**src/rtl/lc3_pkg.sv**
```systemverilog
// Shared LC-3 sequencer definitions: opcodes, ALU control encodings,
// FSM state encoding and the condition-code reset value.
package lc3_pkg;

    localparam logic [3:0] OP_BR   = 4'b0000;
    localparam logic [3:0] OP_ADD  = 4'b0001;
    localparam logic [3:0] OP_AND  = 4'b0101;
    localparam logic [3:0] OP_NOT  = 4'b1001;
    localparam logic [3:0] OP_TRAP = 4'b1111;

    localparam logic [1:0] ALU_PASS = 2'd0;
    localparam logic [1:0] ALU_ADD  = 2'd1;
    localparam logic [1:0] ALU_AND  = 2'd2;
    localparam logic [1:0] ALU_NOT  = 2'd3;

    typedef enum logic [1:0] {
        StFetch  = 2'd0,
        StDecode = 2'd1,
        StExec   = 2'd2,
        StHalt   = 2'd3
    } state_e;

    localparam logic [2:0] NZP_RESET = 3'b010;

endpackage

```
**src/rtl/lc3_nzp_gen.sv**
```systemverilog
// Combinational condition-code generator.
// Ports:
//   value : 16-bit result to classify
//   nzp   : one-hot {N,Z,P}
module lc3_nzp_gen (
    input  logic [15:0] value,
    output logic [2:0]  nzp
);

    always_comb begin
        if (value[15]) begin
            nzp = 3'b100;
        end else if (value == 16'h0000) begin
            nzp = 3'b010;
        end else begin
            nzp = 3'b001;
        end
    end

endmodule

```
**src/rtl/lc3_alu_sequencer.sv**
```systemverilog
// LC-3 fetch/decode/execute sequencer driving an external ALU and register file.
// Ports:
//   clk, rst_n          : clock, asynchronous active-low reset
//   mem_req/mem_addr    : instruction fetch request and address (ready/valid)
//   mem_rdata/mem_ready : fetched instruction word and accept strobe
//   alu_ctrl/alu_ir     : ALU operation select and IR[5:0] (imm5 + select)
//   sr1/sr2/dr          : register-file read A, read B and write addresses
//   reg_we              : one-cycle register-file write enable
//   alu_result          : ALU output for the current selects
//   pc/nzp/halted       : program counter, condition codes, halt status
module lc3_alu_sequencer
    import lc3_pkg::*;
#(
    parameter logic [15:0] PC_RESET    = 16'h3000,
    parameter logic [7:0]  HALT_VECTOR = 8'h25
) (
    input  logic        clk,
    input  logic        rst_n,
    output logic        mem_req,
    output logic [15:0] mem_addr,
    input  logic [15:0] mem_rdata,
    input  logic        mem_ready,
    output logic [1:0]  alu_ctrl,
    output logic [5:0]  alu_ir,
    output logic [2:0]  sr1,
    output logic [2:0]  sr2,
    output logic [2:0]  dr,
    output logic        reg_we,
    input  logic [15:0] alu_result,
    output logic [15:0] pc,
    output logic [2:0]  nzp,
    output logic        halted
);

    state_e      state_q, state_d;
    logic [15:0] pc_q, pc_d;
    logic [15:0] ir_q, ir_d;
    logic        mem_req_q, mem_req_d;
    logic [15:0] mem_addr_q, mem_addr_d;
    logic [1:0]  alu_ctrl_q, alu_ctrl_d;
    logic [5:0]  alu_ir_q, alu_ir_d;
    logic [2:0]  sr1_q, sr1_d;
    logic [2:0]  sr2_q, sr2_d;
    logic [2:0]  dr_q, dr_d;
    logic        reg_we_q, reg_we_d;
    logic [2:0]  nzp_q, nzp_d;
    logic        halted_q, halted_d;

    logic [2:0]  result_nzp;
    logic [15:0] br_offset;

    lc3_nzp_gen u_nzp_gen (
        .value (alu_result),
        .nzp   (result_nzp)
    );

    assign br_offset = {{7{ir_q[8]}}, ir_q[8:0]};

    always_comb begin
        state_d    = state_q;
        pc_d       = pc_q;
        ir_d       = ir_q;
        mem_req_d  = mem_req_q;
        alu_ctrl_d = alu_ctrl_q;
        alu_ir_d   = alu_ir_q;
        sr1_d      = sr1_q;
        sr2_d      = sr2_q;
        dr_d       = dr_q;
        reg_we_d   = 1'b0;
        nzp_d      = nzp_q;
        halted_d   = halted_q;

        unique case (state_q)
            StFetch: begin
                // mem_req is only low here straight after reset; raise it first.
                if (!mem_req_q) begin
                    mem_req_d = 1'b1;
                end else if (mem_ready) begin
                    ir_d      = mem_rdata;
                    pc_d      = pc_q + 16'd1;
                    mem_req_d = 1'b0;
                    state_d   = StDecode;
                end
            end
            StDecode: begin
                sr1_d    = ir_q[8:6];
                sr2_d    = ir_q[2:0];
                dr_d     = ir_q[11:9];
                alu_ir_d = ir_q[5:0];
                // Leaving for FETCH raises mem_req now so the next fetch is not delayed.
                state_d   = StFetch;
                mem_req_d = 1'b1;
                case (ir_q[15:12])
                    OP_ADD, OP_AND, OP_NOT: begin
                        if (ir_q[15:12] == OP_ADD) begin
                            alu_ctrl_d = ALU_ADD;
                        end else if (ir_q[15:12] == OP_AND) begin
                            alu_ctrl_d = ALU_AND;
                        end else begin
                            alu_ctrl_d = ALU_NOT;
                        end
                        reg_we_d  = 1'b1;
                        mem_req_d = 1'b0;
                        state_d   = StExec;
                    end
                    OP_BR: begin
                        if ((ir_q[11:9] & nzp_q) != 3'b000) begin
                            pc_d = pc_q + br_offset;
                        end
                    end
                    OP_TRAP: begin
                        if (ir_q[7:0] == HALT_VECTOR) begin
                            halted_d  = 1'b1;
                            mem_req_d = 1'b0;
                            state_d   = StHalt;
                        end
                    end
                    default: ;
                endcase
            end
            StExec: begin
                nzp_d     = result_nzp;
                mem_req_d = 1'b1;
                state_d   = StFetch;
            end
            StHalt: begin
                halted_d  = 1'b1;
                mem_req_d = 1'b0;
            end
            default: state_d = StFetch;
        endcase

        // Address tracks pc so it is stable for the whole time mem_req is high.
        mem_addr_d = pc_d;
    end

    always_ff @(posedge clk or negedge rst_n) begin
        if (!rst_n) begin
            state_q    <= StFetch;
            pc_q       <= PC_RESET;
            ir_q       <= 16'h0000;
            mem_req_q  <= 1'b0;
            mem_addr_q <= PC_RESET;
            alu_ctrl_q <= ALU_PASS;
            alu_ir_q   <= 6'h00;
            sr1_q      <= 3'd0;
            sr2_q      <= 3'd0;
            dr_q       <= 3'd0;
            reg_we_q   <= 1'b0;
            nzp_q      <= NZP_RESET;
            halted_q   <= 1'b0;
        end else begin
            state_q    <= state_d;
            pc_q       <= pc_d;
            ir_q       <= ir_d;
            mem_req_q  <= mem_req_d;
            mem_addr_q <= mem_addr_d;
            alu_ctrl_q <= alu_ctrl_d;
            alu_ir_q   <= alu_ir_d;
            sr1_q      <= sr1_d;
            sr2_q      <= sr2_d;
            dr_q       <= dr_d;
            reg_we_q   <= reg_we_d;
            nzp_q      <= nzp_d;
            halted_q   <= halted_d;
        end
    end

    assign mem_req  = mem_req_q;
    assign mem_addr = mem_addr_q;
    assign alu_ctrl = alu_ctrl_q;
    assign alu_ir   = alu_ir_q;
    assign sr1      = sr1_q;
    assign sr2      = sr2_q;
    assign dr       = dr_q;
    assign reg_we   = reg_we_q;
    assign pc       = pc_q;
    assign nzp      = nzp_q;
    assign halted   = halted_q;

endmodule

```
**config.mk**
```make
export PLATFORM = sky130hd
export DESIGN_NAME = lc3_alu_sequencer
export DESIGN_NICKNAME = d
export VERILOG_FILES = /design/src/rtl/lc3_pkg.sv /design/src/rtl/lc3_nzp_gen.sv /design/src/rtl/lc3_alu_sequencer.sv
export SDC_FILE = /design/constraint.sdc
export NUM_CORES = 1
export LEC_CHECK = 0
export ABC_AREA = 1
export CAP_MARGIN = 20
export CORE_ASPECT_RATIO = 0.75
export CORE_UTILIZATION = 40
export CTS_CLUSTER_SIZE = 12
export DETAILED_ROUTE_END_ITERATION = 10
export PLACE_DENSITY = 0.67
export SETUP_SLACK_MARGIN = 0.15
export SLEW_MARGIN = 30
export SYNTH_ARGS = -nofsm -noshare
export SYNTH_HDL_FRONTEND = slang
export SYNTH_SLANG_ARGS = --single-unit
```
**constraint.sdc**
```tcl
create_clock -name clk -period 3.6 [get_ports clk]
set_clock_uncertainty 0.15 [all_clocks]
set_input_delay 0.72 -clock clk [delete_from_list [all_inputs] [get_ports clk]]
set_output_delay 0.72 -clock clk [all_outputs]
set_load 0.01 [all_outputs]
```
==> metrics.txt, run 1 <==
# hold bufs at CTS=0; worst-path cell chain=inv_1 > ha_1 > buf_4 > inv_1 > o21ai_0 > nand2_1 > buf_4 > inv_1 > nand2_1 > o22ai_1; clock sink count=54; antenna-violating nets left=0; Layout area overhead=28.7%; Syn. warnings=0; synthesized cell area=0.00327 sq mm; PD cells=930 mW/mm^2; I/O Buffers=89; Required @ worst endpoint=3.68 ns; I/O pins=90; critical path class=reg2reg; WP data arrival=2.88 ns; met2 Use GR=31.0%; Slew Limit Fails=0; Max Root-Sink Buffers=2; Top cell by count, worst path=inv_1; final number of setup-violating endpoints=0; fraction of layout cells with a size suffix above 1=about 5.6%; Post-CTS Setup Repair Bufs=0; met1 usage in global routing=30.3%; initial antenna violation count=0; Post-Synthesis Cells=about 450; CP peak stage delay=0.45 ns; Yosys top cell area share=39.0%; RSZ-0062 raised after global routing=no; CP max-delay cell=ha_1; dpl hpwl=around 6500 um; CTS resizes=0; Global Route Usage Sum=20.5%; area leader, netlist=dfrtp_1; status=complete, no violations; Seq/Total Area, Yosys=41.4%; Avg WL per Cell=13.1 um; clock root buffer=clkbuf_8; core outline area=0.00792 sq mm; placer congestion estimate=about 0.88; Die ar.=0.00854 sq mm; dpl ws=0.830 ns; Initial Util=about two fifths; Max-slew headroom=between 50 and 60%; ant diodes=0; ys async rst share=100%; fin crit share=77.8%; Iter 0 DRT Violations=~190; clk slew on worst S/H paths=0.11 ns; syn_nets=498; PnR worst setup slack=0.798 ns; CP endpoint kind=flop; Total Wirelength=about 8000 um; Remaining DRCs=0; CTS tree=built; achievable frequency=between 300 and 400 MHz; crit path max fanout=22; Die H=80.3 um; final worst path period need=2.80 ns; CTS Buf Count=5; worst slew pin tran=0.634 ns; GRT overflow=0; met3 global-route usage=~3.7%; Syn Area/Cell=7.28 sq um; Skew-Pair Late Insertion Delay=roughly 0.31 ns; GR peak layer=met2; DR vias/cell=slightly below 5; die width=106 um; synth unique cells=32; Max Cap Viol=0; H-tree Lvls=2; Synth area leaders=dfrtp_1, nand2_1, inv_1; vias in the first global route=2,751; EDFF count, synth=0; # rows=28; TNS Setup=0 ns; Leak=2.14 nW; Hold Path Class=in2async; via count=3,066; final net count=569; pin count of the biggest net entering global routing=30; peak supply drop=0.321 mV; final hold vios=0; Synth Register Bits=54; Startpoint Class=flop; detailed-router iteration count before antenna repair=7; Synth Flop Type=dfrtp_1; global-route wire length before repair=approximately 14,000 um
final cells by class:
type	instances	area, sq um
clock buffers	5	68.8
clock inverters	3	18.8
fillers	801	3710
inverters	52	196
multi-input cells	313	1510
flip-flops and latches	54	1360
well taps	105	131
repair buffers	94	923
routing by layer:
| layer | share of wire, % | up-vias |
|---|---|---|
| li1 | - | 1528 |
| met1 | 51 | 1434 |
| met2 | 42 | 99 |
| met3 | 6.0 | 5 |
| met4 | 0.50 | 0 |
| met5 | 0 | - |
path summary, 6_finish.rpt:
check	start	to	slack [ns]	cells past startpoint
min reg2reg	dr[0]	dr[0]	0.33	2
min	rst_n	mem_addr[4]	0.26	1
max	state_q[1]	mem_addr[9]	0.80	10
min in group clk	dr[0]	dr[0]	0.33	2
max reg2reg	state_q[1]	mem_addr[9]	0.80	10
max in group asynchronous	rst_n	mem_addr[13]	2.33	2
layout by cell type (no fill, tap or decap), types with 4 or more instances in the layout:
cell,n
a21oi_1,10
clkdlybuf4s50_1,88
nor4_1,4
xor2_1,5
dfrtp_1,51
a31oi_1,4
nand2_1,185
nor2_2,4
nand4_1,4
buf_4,5
nor2_1,18
o21ai_0,18
nand2_2,5
ha_1,13
inv_1,49
nand3_1,28
clkbuf_8,5
state kept, by name, indices dropped and copies added, names as in the netlist:
signal	cells
reg_we	1
nzp	3
dr	3
mem_req	1
state_q	2
sr1	3
halted	1
alu_ir	6
mem_addr	16
ir_q	16
alu_ctrl	2
power breakdown:
| part | switching (mW) | internal (mW) |
|---|---|---|
| Combinational | 1.34 | 1.04 |
| Sequential | 0.272 | 0.910 |
| Clock | 0.211 | 0.138 |
| Total | 1.83 | 2.09 |
critical path: cells and delay by family, from the launching register on:
kind | cells | cell delay (ns)
adders and majority gates | 1 | 0.45
buffers and inverters | 5 | 1.17
AOI/OAI and AO/OA | 2 | 0.34
DFF | 1 | 0.43
and+or+nand+nor | 2 | 0.17
stage by stage:
| step | power [mW] | util [%] | instance area, sq um | std cells | hold WS [ns] |
|---|---|---|---|---|---|
| global placement | 3.54 | 52.0 | 4120 | 618 | 0.310 |
| CTS | 3.93 | 53.1 | 4210 | 626 | 0.278 |
| detailed placement | 3.57 | 52.0 | 4120 | 618 | 0.311 |
| finish | 3.91 | 53.1 | 4210 | 626 | 0.258 |
| global route | 4.29 | 53.1 | 4210 | 626 | 0.305 |
| floorplan | 2.73 | - | 3270 | 449 | 0.274 |
kinds of logic after synthesis:
family	after synthesis	synth area share, %
XOR/XNOR	8	2.14
adder cells (fa/ha/maj)	14	5.59
flip-flops	54	41.4
AO/OA/AOI/OAI	39	6.70
AND/OR/NAND/NOR	252	31.9
buffers and inverters	82	12.2
cells in the mapped netlist, types with 4 or more instances:
cell type and n:
nand2_2 5, dfrtp_1 51, a31oi_1 4, nor4_1 4, nand4_1 4, nor2_2 4, nor2_1 18, o21ai_0 18
xor2_1 5, ha_1 13, clkbuf_1 7, nand3_1 28, a21oi_1 10, buf_4 20, inv_1 49, nand2_1 185
Power figures use the tool's default switching activity.
==> inputs of run 2 (changes only) <==
- clock period: 3.6 -> 2.95 ns (I/O delays scaled with it)
==> metrics.txt, run 2 (same netlist as run 1, synthesis figures left out) <==
status=complete, no violations; initial antenna violation count=0 (unchanged); RSZ-0062 raised after global routing=no; Final Cell Area=0.00426 sq mm (+1.3%); achievable frequency=394 MHz (+10%); Post-CTS Setup Repair Bufs=0 (unchanged); Max Cap Viol=0 (unchanged); final net count=572 (+0.53%); # hold bufs at CTS=0 (unchanged); clk slew on worst S/H paths=0.10 ns (about the same); CP endpoint kind=flop; pin count of the biggest net entering global routing=46 (+53%); Avg WL per Cell=13.0 um (-0.61%); fin crit share=86.0% (+8.1 points); via count=2,991 (-2.4%); Iter 0 DRT Violations=141 (-26%); GRT overflow=0 (unchanged); CTS Buf Count=5 (unchanged); final worst path period need=2.54 ns (-0.266 ns); crit path max fanout=13 (-41%); core outline area=0.00792 sq mm (unchanged); dpl hpwl=6410 um (-0.77%); total power=4.87 mW (+24%); detailed-router iteration count before antenna repair=4 (-3); Util after Layout=53.8% (+0.68 points); vias in the first global route=2,745 (-0.22%); Max Root-Sink Buffers=2 (unchanged); antenna-violating nets left=0 (unchanged); CTS tree=built; placer congestion estimate=0.877 (-0.78%); peak supply drop=0.440 mV (+37%); I/O Buffers=89 (unchanged); Max-slew headroom=61.9% (+4.2 points); worst slew pin tran=0.571 ns (-0.0625 ns); DR vias/cell=4.76 (-2.9%); Leak=2.17 nW (+1.3%); I/O pins=90 (unchanged); Layout area overhead=30.3%; # rows=28 (unchanged); Slew Limit Fails=0 (unchanged); PD cells=1140 mW/mm^2 (+23%); final number of setup-violating endpoints=0 (unchanged); clock sink count=54 (unchanged); Die ar.=0.00854 sq mm (unchanged); Die H=80.3 um (unchanged); fraction of layout cells with a size suffix above 1=6.49% (+0.92 points); global-route wire length before repair=13,500 um (-0.41%); Global Route Usage Sum=20.4% (-0.10 points); critical path class=reg2reg; final hold vios=0 (unchanged); Remaining DRCs=0 (unchanged); H-tree Lvls=2 (unchanged); WP data arrival=2.63 ns (-0.25 ns); most frequent cells in the layout=nand2_1, clkdlybuf4s50_1, dfrtp_1; ant diodes=0 (unchanged); Required @ worst endpoint=3.04 ns (-0.64 ns); Startpoint Class=flop; Hold Path Class=in2async; most common cell after layout, fill and taps aside=nand2_1; area post-placement=0.00415 sq mm (+0.61%); Skew-Pair Late Insertion Delay=0.31 ns (about the same); TNS Setup=0 ns (unchanged); clock root buffer=clkbuf_8; Total Wirelength=8180 um (-0.13%); die width=106 um (unchanged); Initial Util=41.3% (unchanged)
## run 2: cell count changes in the layout (fill, tap and decap cells not counted), sizes merged
cell    change
buf         +3
clkbuf      +2
clkinv      -1
inv         -1
## run 2: critical path, cell delays in order, from the launching register on
cell and delay (ns):
dfrtp_1 0.43, inv_1 0.11, ha_2 0.25, buf_6 0.17
nand2_1 0.08, inv_1 0.06, ha_1 0.28, a21oi_1 0.16
nand2_1 0.12, nand2_1 0.08, nand2_1 0.11, nand2_1 0.08
nand2_1 0.10, nand2_1 0.08, nand3_1 0.07, nand3_1 0.08
nand2_1 0.06
## run 2: through the flow
stage,worst slack [ns],hold WS (ns),cells
CTS,0.315,0.135,629
global placement,0.392,0.307,621
detailed placement,0.347,0.312,621
finish,0.414,0.119,629
floorplan,0.400,0.144,449
global route,0.182,0.156,629
## run 2: path summary, 6_finish.rpt
| kind | end | slack, ns | cells past startpoint | startpoint |
|---|---|---|---|---|
| max in group asynchronous | state_q[1] | 2.01 | 2 | rst_n |
| worst max-delay path | mem_addr[13] | 0.41 | 16 | state_q[1] |
| worst min-delay path | mem_addr[4] | 0.12 | 1 | rst_n |
| min in group clk | dr[0] | 0.33 | 2 | dr[0] |
| worst min register to register | dr[0] | 0.33 | 2 | dr[0] |
| worst max register to register | mem_addr[13] | 0.41 | 16 | state_q[1] |
## run 2: area by class of cell
class / instances / area, sq um
repair buffers: 97 / 952
well taps: 105 / 131
fillers: 798 / 3660
inverters: 52 / 196
flip-flops and latches: 54 / 1360
clock inverters: 1 / 8.76
clock buffers: 7 / 96.3
multi-input cells: 313 / 1520
## run 2: repair_timing
action,4_1_cts,5_1_grt
gates resized for setup,0,3
hold endpoints to repair,0,0
setup endpoints to repair,0,7
## run 2: report_power, final
group / leakage [nW] / internal [mW] / switching [mW]
logic: 1.45 / 1.31 / 1.65
registers: 0.665 / 1.11 / 0.333
clock network: 0.0544 / 0.216 / 0.247
## run 2: metal layers
metal	share of wire [%]	track usage, %	vias up
met5	0	0	-
met4	0.38	3.75	0
met3	6.9	3.17	2
met2	42	31.3	95
met1	51	30.4	1363
li1	-	-	1531
==> inputs of run 3 (changes only) <==
- CAP_MARGIN: 20 -> unset
- CORE_MARGIN: unset -> 1
==> results of run 3 <==
No change in the layout: final DEF, timing and power equal those of run 2.
==> edit 1, RTL diff (settings of run 1) <==
Reset style: synchronous (`rst_n`), changed in one clocked block. Comments in the files are not updated.
--- a/src/rtl/lc3_alu_sequencer.sv
+++ b/src/rtl/lc3_alu_sequencer.sv
@@ -134,7 +134,7 @@
         mem_addr_d = pc_d;
     end
 
-    always_ff @(posedge clk or negedge rst_n) begin
+    always_ff @(posedge clk) begin
         if (!rst_n) begin
             state_q    <= StFetch;
             pc_q       <= PC_RESET;
Behaviour: differs if rst_n is asserted again (counterexample within 4 cycles, from zero or initial values and one cycle with rst_n low); with rst_n held inactive, the same outputs for 10 cycles.
==> edit 1 against run 1 <==
  * Synthesized area shrank 9.1%
  * Wire length fell by 4.6%
  * Setup slack got worse by 0.013 ns
  * Die area fell by 8.9%
  * Via count fell by 4.8%
  * Synthesized cell count down 4.7%
  * Critical endpoint is now mem_addr[14]$_SDFFE_PN0P_
  * Critical path depth is 5 higher
  * Final cell count down 5.0%
  * Critical path type unchanged
  * Sequential cell count is the same
  * Cell area decreased by 7.3%
  * Core utilization up 2.6 points
  * Worst hold slack better by 0.068 ns
Power is not compared: it rests on default switching activity, and its combinational part moved more than twofold at a synthesized area within 25%.
==> edit 1: results (changes against run 1) <==
reg2reg end mem_addr[14]$_SDFFE_PN0P_ (was mem_addr[9]$_DFFE_PN0P_); Max FO, Critical Path 19 (was 22); metal1 wirelength 3910 um (was 4200 um); multi-input gates 282 (was 313); DRT Pass-1 Iters 5 (was 7); post-place instance area 0.00380 mm^2 (was 0.00412 mm^2); non-clock buffer count 92 (was 94); DP Wirelength 5870 um (was 6460 um); multi-input logic area 0.00146 mm^2 (was 0.00151 mm^2); Fin Hold WS 0.326 ns (was 0.258 ns); final wirelength 7810 um (was 8190 um); Final non-clock buffer share 23.4% (was 21.9%); max incr delay on CP 0.62 ns (was 0.45 ns); Area Growth Syn to Fin 31.2% (was 28.7%); first-pass GRT wire length 12600 um (was 13600 um); Syn Area/Cell 6.94 um^2 (was 7.28 um^2); GR met1 Demand/Resource 30.3% (about the same); Max-Slew Margin vs Limit 70.0% (was 57.7%); ys flop type dfxtp_1 (was dfrtp_1); met2 WL 3410 um (was 3460 um); synth cell count leaders 78 x nand2_1, 58 x inv_1, 54 x dfxtp_1 (was 185 x nand2_1, 51 x dfrtp_1, 49 x inv_1); ys async rst share 0% (was 100%); Final WS setup 0.785 ns (was 0.798 ns); routed vias/inst 4.91 (was 4.90); layout cells sized above 1 4.83% (was 5.57%); HP Class register to register (was input pin to async pin); FF-to-FF path depth 15 (was 10); GPL Wtd Cong 0.892 (was 0.884); GRT Util Overall 20.5% (about the same); GR Layer Usage met2 30.6% (was 31.0%); status completed (unchanged); Layout clock area frac 2.50% (was 2.08%); vias in the first global route 2581 (was 2751); Wirelength per Cell 13.1 um (about the same); Area contributors post-synth dfxtp_1 36%, nand2_1 9.9%, inv_1 7.3% (was dfrtp_1 39%, nand2_1 21%, inv_1 5.6%); reg2reg start state_q[0]$_SDFFE_PN0P_ (was state_q[1]$_DFFE_PN0P_); pin count of the biggest net entering global routing 42 (was 30); Layout Nets 540 (was 569); Placed Instances 587 (was 618); Storage cell area 0.00108 mm^2 (was 0.00136 mm^2)
==> edit 1: changes by cell type after synthesis, moves of 3 or more <==
cell,run 1,this run
a21oi_1,10,34
a31oi_1,4,1
dfrtp_1,51,0
dfstp_2,3,0
dfxtp_1,0,54
ha_1,13,8
inv_1,49,58
nand2_1,185,78
nand2_2,5,2
nand4_1,4,8
nor2_1,18,44
o21ai_0,18,40
xnor2_1,3,6
==> edit 1: worst max-delay path, delay by kind of cell, from the launching register on <==
family,cells,cell delay (ns)
buffers and inverters,2,0.09
adder cells (fa/ha/maj),2,0.61
AND/OR/NAND/NOR,11,1.26
flip-flops,1,0.62
==> edit 1: logic make-up after synthesis <==
family	synth area share, %
and+or+nand+nor	27.2
DFF	36.4
adders and majority gates	4.04
buffers and inverters	14.6
AOI/OAI and AO/OA	15.2
xor gates and xnor gates	2.65
==> edit 2, RTL diff (flow settings as in run 1) <==
Made on the original files. Set the parameter `HALT_VECTOR` to 8'h1B (it was 8'h25).
--- a/src/rtl/lc3_alu_sequencer.sv
+++ b/src/rtl/lc3_alu_sequencer.sv
@@ -12,7 +12,7 @@
     import lc3_pkg::*;
 #(
     parameter logic [15:0] PC_RESET    = 16'h3000,
-    parameter logic [7:0]  HALT_VECTOR = 8'h25
+    parameter logic [7:0]  HALT_VECTOR = 8'h1B
 ) (
     input  logic        clk,
     input  logic        rst_n,
Formal check against the unedited RTL: not equivalent (Yosys sat finds a counterexample within 4 cycles, from zero or initial values and one cycle with rst_n low).
==> edit 2 against run 1 <==
  * First-iteration DRC count decreased by 13%
  * Synthesized area about the same
  * Critical path depth increased by 7
  * Final cell count unchanged
  * Power increased by 2.6%
  * Sequential cell count unchanged
  * Sequential power about the same
  * Die area about the same
  * Count of clock-buffer cells in the layout unchanged
  * Core utilization increased by 0.32 points
  * Clock power increased by 25%
  * Setup slack improved by 0.12 ns
  * Wire length decreased by 0.12%
  * Cell area increased by 0.59%
  * Critical path type unchanged
  * Largest power group unchanged
==> edit 2: results (changes against run 1) <==
switching power total 0.00185 W (was 0.00183 W); worst slew pin tran 0.532 ns (was 0.634 ns); VDD IR max 0.000433 V (was 0.000321 V); switching share of power 46.0% (was 46.7%); Layout Nets 569 (unchanged); ys async rst share 100% (unchanged); clock buffers 5 (unchanged); Distinct cells, synth 31 (was 32); GPL Wtd Cong 0.900 (was 0.884); routed vias 3034 (was 3066); post-place instance area 0.00412 mm^2 (about the same); CTS H-tree depth 2 (unchanged); Max FO, Critical Path 23 (was 22); Clk. pwr 0.000436 W (was 0.000349 W); Worst setup SP type register (unchanged); Mapped Nets 499 (was 498); DP Wirelength 6320 um (was 6460 um); status completed (unchanged); HP Class input pin to async pin (unchanged); Seq/Total Area, Yosys 41.4% (about the same); Fin Hold WS 0.216 ns (was 0.258 ns); Antenna Cells 0 (unchanged); DRT Pass-1 Iters 5 (was 7); Layout clock area frac 2.78% (was 2.08%); synth cell count leaders 183 x nand2_1, 51 x dfrtp_1, 49 x inv_1 (was 185 x nand2_1, 51 x dfrtp_1, 49 x inv_1); Area contributors post-synth dfrtp_1 39%, nand2_1 21%, inv_1 5.6% (unchanged); multi-input logic portion of the cell area 35.8% (was 36.0%); filler instances 816 (was 801); CP delay by family, top simple AND/OR/NAND/NOR gates (was buffers and inverters); Final non-clock buffer share 21.6% (was 21.9%); crit path DAT 2.79 ns (was 2.88 ns); P_leak 2.14 nW (about the same); clock-pin slew on the worst setup and hold paths 0.11 ns (about the same); Sequential Power 0.00118 W (about the same); max incr delay on CP 0.43 ns (was 0.45 ns); Seq area share 32.0% (was 32.2%); Non-CTS inverters 53 (was 52); reg2reg end mem_addr[12]$_DFFE_PN1P_ (was mem_addr[9]$_DFFE_PN0P_); yosys warns 0 (unchanged); die width 106 um (about the same); FFs & Latches 54 (unchanged); vias in the first global route 2759 (was 2751); slowest CP cell dfrtp_1 (was ha_1); initial DRC count 167 (was 191); FF-to-FF path depth 17 (was 10); Wirelength per Cell 13.1 um (about the same); pin count of the biggest net entering global routing 34 (was 30); Reg2Reg Setup Slack 0.92 ns (was 0.80 ns); first-pass GRT wire length 13600 um (about the same); Setup Fix Bufs, Post-CTS 0 (unchanged); Post-CTS Resized 0 (unchanged); Max Buffers Root-to-Sink 2 (unchanged); GRT Util Overall 20.4% (was 20.5%); non-clock buffer count 93 (was 94)
## edit 2: cell count changes after synthesis
cell | run 1 | this run
nor4_1 | 4 | 5
inv_2 | 1 | 3
nor2_2 | 4 | 2
o21ai_0 | 18 | 19
nand4_1 | 4 | 3
nand2_2 | 5 | 7
nor2_1 | 18 | 20
clkinv_2 | 1 | 0
nand2_1 | 185 | 183
nor3_1 | 2 | 1
## edit 2: cells by family after synthesis
kind of cell,Yosys count,synth area share [%]
AO/OA/AOI/OAI,40,6.85
XOR/XNOR,8,2.14
AND/OR/NAND/NOR,251,31.7
adder cells (fa/ha/maj),14,5.58
flip-flops,54,41.4
buffers and inverters,83,12.3
## edit 2: through the flow
stage               utilization, %  instances  setup WS, ns
finish                        53.5        626         0.920
global route                  53.5        626         0.600
CTS                           53.5        626         0.953
detailed placement            52.0        618         0.845
global placement              52.0        618         0.912
floorplan                        -        450          1.05
## edit 2: layer usage
metal,GRT usage (%),share of wire [%]
met5,0,0
met4,4.79,0.57
met3,2.92,5.7
met2,31.0,43
met1,30.5,51
